[src/rtl/simple_mips_pkg.sv]
// simple_mips_pkg: shared register-file sizes and stall-vector encodings for the core pipeline
package simple_mips_pkg;
  localparam int NUM_REGS   = 32;
  localparam int REG_ADDR_W = 5;
  localparam int PEND_W     = 2;
  localparam int STALL_PC  = 0;
  localparam int STALL_IF  = 1;
  localparam int STALL_ID  = 2;
  localparam int STALL_EX  = 3;
  localparam int STALL_MEM = 4;
  localparam int STALL_WB  = 5;
  typedef logic [5:0] stall_t;
  localparam stall_t STALL_NONE     = 6'b000000;
  localparam stall_t STALL_HOLD_ID  = 6'b000111;
  localparam stall_t STALL_HOLD_EX  = 6'b001111;
  localparam stall_t STALL_HOLD_MEM = 6'b011111;
  function automatic stall_t stall_sel(input logic mem, input logic ex, input logic haz);
    return mem ? STALL_HOLD_MEM : ex ? STALL_HOLD_EX : haz ? STALL_HOLD_ID : STALL_NONE;
  endfunction
endpackage

[src/rtl/id_hazard_ctrl_if.sv]
// id_hazard_ctrl_if: decode/EX/MEM/WB signals seen by the hazard controller and its stall outputs
interface id_hazard_ctrl_if import simple_mips_pkg::*; #(parameter int ADDR_W = REG_ADDR_W);
  logic              id_valid;
  logic              id_re_1;
  logic              id_re_2;
  logic [ADDR_W-1:0] id_raddr_1;
  logic [ADDR_W-1:0] id_raddr_2;
  logic              id_we;
  logic [ADDR_W-1:0] id_waddr;
  logic              ex_stall_req;
  logic              mem_stall_req;
  logic              wb_we;
  logic [ADDR_W-1:0] wb_waddr;
  stall_t            stall;
  logic              id_issue;
  logic              hazard;
  logic              err;
  logic [31:0]       stall_cnt;
  modport master (
    output id_valid, id_re_1, id_re_2, id_raddr_1, id_raddr_2, id_we, id_waddr,
    output ex_stall_req, mem_stall_req, wb_we, wb_waddr,
    input  stall, id_issue, hazard, err, stall_cnt
  );
  modport slave (
    input  id_valid, id_re_1, id_re_2, id_raddr_1, id_raddr_2, id_we, id_waddr,
    input  ex_stall_req, mem_stall_req, wb_we, wb_waddr,
    output stall, id_issue, hazard, err, stall_cnt
  );
endinterface

[src/rtl/hazard_pend_cell.sv]
// hazard_pend_cell: pending-write counter for one register; busy/full reflect same-cycle WB retirement
module hazard_pend_cell import simple_mips_pkg::*; #(parameter int PEND_W = simple_mips_pkg::PEND_W) (
  input  logic clk,
  input  logic rst,
  input  logic inc,
  input  logic dec,
  output logic busy,
  output logic full,
  output logic err
);
  localparam logic [PEND_W-1:0] MAX = '1;
  logic [PEND_W-1:0] pend;
  logic [PEND_W-1:0] eff;
  // write-through regfile: a retirement this cycle already satisfies readers
  assign eff  = pend - PEND_W'(dec && pend != '0);
  assign busy = rst && eff != '0;
  assign full = rst && eff == MAX;
  always_ff @(posedge clk) begin
    if (!rst) begin
      pend <= '0;
      err  <= 1'b0;
    end else begin
      if (inc && !dec) pend <= pend + PEND_W'(1);
      else if (dec && !inc && pend != '0) pend <= pend - PEND_W'(1);
      if (dec && pend == '0) err <= 1'b1;
    end
  end
endmodule

[src/rtl/id_hazard_ctrl.sv]
// id_hazard_ctrl: RAW/saturation hazard scoreboard and pipeline stall merge for the ID stage.
// HAZ_STALL_CNT_EN builds a saturating count of ID-stall cycles; otherwise stall_cnt reads 0.
module id_hazard_ctrl #(
  parameter int NUM_REGS = simple_mips_pkg::NUM_REGS,
  parameter int ADDR_W   = simple_mips_pkg::REG_ADDR_W,
  parameter int PEND_W   = simple_mips_pkg::PEND_W
) (
  input logic              clk,
  input logic              rst,
  id_hazard_ctrl_if.slave  bus
);
  import simple_mips_pkg::*;
  logic [NUM_REGS-1:0] busy, full, inc, dec, err_v;
  logic raw, sat;
  assign busy[0]  = 1'b0;
  assign full[0]  = 1'b0;
  assign inc[0]   = 1'b0;
  assign dec[0]   = 1'b0;
  assign err_v[0] = 1'b0;
  for (genvar r = 1; r < NUM_REGS; r++) begin : g_reg
    assign inc[r] = bus.id_issue && bus.id_we && bus.id_waddr == ADDR_W'(r);
    assign dec[r] = bus.wb_we && bus.wb_waddr == ADDR_W'(r);
    hazard_pend_cell #(.PEND_W(PEND_W)) u_cell (
      .clk  (clk),
      .rst  (rst),
      .inc  (inc[r]),
      .dec  (dec[r]),
      .busy (busy[r]),
      .full (full[r]),
      .err  (err_v[r])
    );
  end
  assign raw = bus.id_valid && ((bus.id_re_1 && busy[bus.id_raddr_1]) ||
                                (bus.id_re_2 && busy[bus.id_raddr_2]));
  assign sat = bus.id_valid && bus.id_we && full[bus.id_waddr];
  assign bus.hazard   = raw || sat;
  assign bus.stall    = stall_sel(bus.mem_stall_req, bus.ex_stall_req, bus.hazard);
  assign bus.id_issue = bus.id_valid && !bus.stall[STALL_ID];
  assign bus.err      = |err_v;
`ifdef HAZ_STALL_CNT_EN
  logic [31:0] cnt;
  always_ff @(posedge clk) begin
    if (!rst) cnt <= '0;
    else if (bus.stall[STALL_ID] && cnt != '1) cnt <= cnt + 32'd1;
  end
  assign bus.stall_cnt = cnt;
`else
  assign bus.stall_cnt = 32'h0;
`endif
endmodule

[src/flat_wrapper.sv]
// flat-port wrapper written by rule: the top's interface ports become plain ports
module id_hazard_ctrl_flat import simple_mips_pkg::*;
#(
  parameter int NUM_REGS = simple_mips_pkg::NUM_REGS,
  parameter int ADDR_W   = simple_mips_pkg::REG_ADDR_W,
  parameter int PEND_W   = simple_mips_pkg::PEND_W
)
  (clk, rst, bus_id_valid, bus_id_re_1, bus_id_re_2, bus_id_raddr_1, bus_id_raddr_2, bus_id_we, bus_id_waddr, bus_ex_stall_req, bus_mem_stall_req, bus_wb_we, bus_wb_waddr, bus_stall, bus_id_issue, bus_hazard, bus_err, bus_stall_cnt);
  id_hazard_ctrl_if #(.ADDR_W(ADDR_W)) bus_i ();
  input logic clk;
  input logic rst;
  input wire logic [$bits(bus_i.id_valid)-1:0] bus_id_valid;
  input wire logic [$bits(bus_i.id_re_1)-1:0] bus_id_re_1;
  input wire logic [$bits(bus_i.id_re_2)-1:0] bus_id_re_2;
  input wire logic [$bits(bus_i.id_raddr_1)-1:0] bus_id_raddr_1;
  input wire logic [$bits(bus_i.id_raddr_2)-1:0] bus_id_raddr_2;
  input wire logic [$bits(bus_i.id_we)-1:0] bus_id_we;
  input wire logic [$bits(bus_i.id_waddr)-1:0] bus_id_waddr;
  input wire logic [$bits(bus_i.ex_stall_req)-1:0] bus_ex_stall_req;
  input wire logic [$bits(bus_i.mem_stall_req)-1:0] bus_mem_stall_req;
  input wire logic [$bits(bus_i.wb_we)-1:0] bus_wb_we;
  input wire logic [$bits(bus_i.wb_waddr)-1:0] bus_wb_waddr;
  output wire logic [$bits(bus_i.stall)-1:0] bus_stall;
  output wire logic [$bits(bus_i.id_issue)-1:0] bus_id_issue;
  output wire logic [$bits(bus_i.hazard)-1:0] bus_hazard;
  output wire logic [$bits(bus_i.err)-1:0] bus_err;
  output wire logic [$bits(bus_i.stall_cnt)-1:0] bus_stall_cnt;
  assign bus_i.id_valid = bus_id_valid;
  assign bus_i.id_re_1 = bus_id_re_1;
  assign bus_i.id_re_2 = bus_id_re_2;
  assign bus_i.id_raddr_1 = bus_id_raddr_1;
  assign bus_i.id_raddr_2 = bus_id_raddr_2;
  assign bus_i.id_we = bus_id_we;
  assign bus_i.id_waddr = bus_id_waddr;
  assign bus_i.ex_stall_req = bus_ex_stall_req;
  assign bus_i.mem_stall_req = bus_mem_stall_req;
  assign bus_i.wb_we = bus_wb_we;
  assign bus_i.wb_waddr = bus_wb_waddr;
  assign bus_stall = bus_i.stall;
  assign bus_id_issue = bus_i.id_issue;
  assign bus_hazard = bus_i.hazard;
  assign bus_err = bus_i.err;
  assign bus_stall_cnt = bus_i.stall_cnt;
  id_hazard_ctrl #(.NUM_REGS(NUM_REGS), .ADDR_W(ADDR_W), .PEND_W(PEND_W)) u_core (.clk(clk), .rst(rst), .bus(bus_i));
endmodule
[config.mk]
export PLATFORM = sky130hd
export DESIGN_NAME = id_hazard_ctrl_flat
export DESIGN_NICKNAME = d
export VERILOG_FILES = /design/src/rtl/simple_mips_pkg.sv /design/src/rtl/id_hazard_ctrl_if.sv /design/src/rtl/hazard_pend_cell.sv /design/src/rtl/id_hazard_ctrl.sv /design/src/flat_wrapper.sv
export SDC_FILE = /design/constraint.sdc
export NUM_CORES = 1
export LEC_CHECK = 0
export BUFFER_PORTS_ARGS = -buffer_cell sky130_fd_sc_hd__buf_2
export CAP_MARGIN = 20
export CORE_MARGIN = 2
export CORE_UTILIZATION = 49
export DETAILED_ROUTE_END_ITERATION = 8
export GPL_TIMING_DRIVEN = 0
export PLACE_DENSITY_LB_ADDON = 0.12
export SLEW_MARGIN = 30
export SYNTH_ARGS = -nofsm -noshare
export SYNTH_HDL_FRONTEND = slang
export SYNTH_SLANG_ARGS = --single-unit
[constraint.sdc]
create_clock -name clk -period 10.2 [get_ports clk]
set_input_delay 1.53 -clock clk [delete_from_list [all_inputs] [get_ports clk]]
set_output_delay 1.53 -clock clk [all_outputs]
set_load 0.01 [all_outputs]
==> run summary <==
largest fanout on the critical path - 10
I/O Pins - 70
CP required - 8.67 ns
die area - 0.0183 sq mm
Synth Area in XOR/XNOR - 0.0404
Synth top area share - 0.220
maximum clock frequency - 135 MHz
Die Y - 135 um
Post-synth top flop - dfxtp_1
post-place setup slack - 2.95 ns
Pwr Density - 91.8 mW/mm^2
top post-synthesis cells by area - dfxtp_1 22%, nor2_1 7.9%, nand3_1 5.4%
largest net degree at the start of global routing - 14
Leak Pwr - 3.49 nW
post-synthesis adder-cell area fraction - 0.0459
post-CTS setup buffers - 0
post-synthesis async set-or-reset flop share - 0
cell taking the most area after synthesis - dfxtp_1
relative slew slack - 0.376
area grow syn2layout - 9.97%
final hold vios - 0
number of synthesized flops with an enable pin - 0
std cell rows - 48
synthesized area per cell - 7.11 sq um
Tot Pwr - 0.854 mW
YS warnings - 0
nets - 1324
critical path endpoint category - primary output
DR DRC count - 0
Final Cycle Share - 0.725
worst-path cell chain - clkbuf_1 -> nand2_1 -> nor2_1 -> nand2_1 -> nor2_1 -> ha_1 -> nor3b_1 -> a31o_2 -> a2111oi_0 -> o2111ai_1 -> and4_1 -> buf_4 -> nand3_4 -> clkbuf_1 -> nor2_1 -> buf_2
arrival time of the worst setup path - 5.86 ns
worst-skew pair later-pin latency - 0.36 ns
Inserted Diodes - 0
CTS root buf - clkbuf_16
vias in the first global route - 8324
Hold Path Class - flop to flop
# clock sinks - 93
number of routed nets with antenna violations - 0
final setup violating endpoints - 0
Max Cap Viol - 0
top-count cell post-synth - nor2_1
mux cell area share after synthesis - 0.0370
vias - 9362
setup tns final - 0 ns
final hold slack - 0.470 ns
average wire per standard cell - 20.9 um
via/cell ratio - 6.27
post-synthesis sequential area ratio - 0.220
share of layout cells above drive strength 1 - 0.110
hold buffer count at CTS - 0
global-route wire length before repair - 47500 um
CTS tree - built
Die X - 135 um
slowest cell on the critical path - nor2_1
Detailed Place HPWL - 23700 um
top cells by count, synth - 177 x nor2_1, 93 x dfxtp_1, 92 x nand3_1
Cells after Synth - 1189
TritonCTS Buffers - 9
M2 GR Usage - 0.536
Post-CTS Resized - 0
RSZ-0062 raised after global routing - no
Core ar. - 0.0171 sq mm
critical path class - primary input to primary output
most frequent CP cell - nor2_1
IO buf count - 32
Synth cell types - 79
Synth Area in Simple Gates - 0.373
GR Util met1 - 0.434
status - complete, no violations
crit path time final - 7.39 ns
clk buf depth - 2
Layout Skew - 0.00884 ns
overflow left after global routing - 0
#FFs+latches synth - 93
CTS clk-pin slew, worst paths - 0.06 ns
DRT Wirelength - 31200 um
1st-iter DRT viols - 1071
first drt pass iteration count - 7
Buffers & Inverters on Critical Path - 4
largest family of logic cells by synthesized area - simple AND/OR/NAND/NOR gates
Total GRT Usage - 0.342
Worst VDD drop - 0.0809 mV
Worst Setup Start Kind - primary input
GR Util met3 - 0.0722
initial antenna violation count - 1
H-tree depth - 3
Mapped Area - 0.00846 sq mm
routability congestion estimate from global placement - 1.03
busiest grt layer - met2
CP peak stage delay - 0.64 ns
CP delay by family, top - simple AND/OR/NAND/NOR gates
Final Max Tran Viols - 0
Initial Util - 0.496
final core occ - 0.545
compound-cell area share of the yosys netlist - 0.196
Slew @ Worst Pin - 0.928 ns
Final WS setup - 2.81 ns
## layer usage
layer / routed length (um) / vias up / share of wire
li1: - / 4401 / -
met1: 12500 / 4318 / 0.40
met2: 13800 / 536 / 0.44
met3: 3090 / 107 / 0.099
met4: 1720 / 0 / 0.055
met5: 0 / - / 0
## worst register-to-register path, cell delays in order, from the launching register on
cell and delay, ns:
dfxtp_1 0.38, nor2_1 0.17, nor2_1 0.06, ha_1 0.29, nor2b_1 0.38, a211oi_1 0.14, or4_1 0.58, o211ai_2 0.23
nand2_1 0.18, nor2_2 0.48, buf_4 0.28, a21oi_1 0.08, a2111oi_1 0.34
## metrics by stage
step	cells	area, sq um
floorplan	1221	8580
global placement	1478	9020
detailed placement	1478	9020
CTS	1493	9300
global route	1493	9300
finish	1493	9300
## placed cells by master, fill, tap and decap left out, drive strengths merged, types with 14 or more instances in the layout
cell and n:
buf 91, o21ai 44, clkbuf 57, a21oi 53
nand2 91, nor2b 21, nor4 18, nand4 30
inv 49, a21o 15, conb 33, nor3 57
dfxtp 93, a211o 15, xnor2 34, o21a 14
ha 31, nand2b 31, nor2 178, nand3 93
and3 21
## kinds of logic (layout without fill, tap and decap cells)
family / Yosys count / after routing
flip-flops: 93 / 93
adder cells (fa/ha/maj): 31 / 31
AO/OA/AOI/OAI: 234 / 234
buffers and inverters: 151 / 198
multiplexers: 22 / 22
other: 1 / 33
AND/OR/NAND/NOR: 618 / 618
XOR/XNOR: 39 / 39
## final timing paths
path / from / to / slack, ns / cells past startpoint
min reg2reg: u_core.g_reg[25].u_cell.err / u_core.g_reg[25].u_cell.err / 0.47 / 2
min: u_core.g_reg[25].u_cell.err / u_core.g_reg[25].u_cell.err / 0.47 / 2
max: bus_wb_waddr[0] / bus_id_issue / 2.81 / 16
max reg2reg: u_core.g_reg[15].u_cell.pend[1] / u_core.g_reg[14].u_cell.pend[1] / 6.48 / 12
## flip-flops by register name, summed over array words and instances, names as in the netlist
register,count
u_core.g.u_cell.err,31
u_core.g.u_cell.pend,62
## cell type report
type	instances	area, sq um
Buffer	102	556
Clock buffer	14	274
Clock inverter	1	5.00
Fill cell	1750	7750
Inverter	49	184
Multi-Input combinational cell	977	5980
Sequential cell	93	1860
Tap cell	225	282
Timing Repair Buffer	32	160
## where the power goes
| group | switching (mW) | internal (mW) | total (mW) |
|---|---|---|---|
| clock network | 0.153 | 0.184 | 0.337 |
| logic | 0.108 | 0.0432 | 0.151 |
| registers | 0.00161 | 0.365 | 0.366 |
| total | 0.262 | 0.592 | 0.854 |
Note: power is estimated with default switching activity, not from simulation.
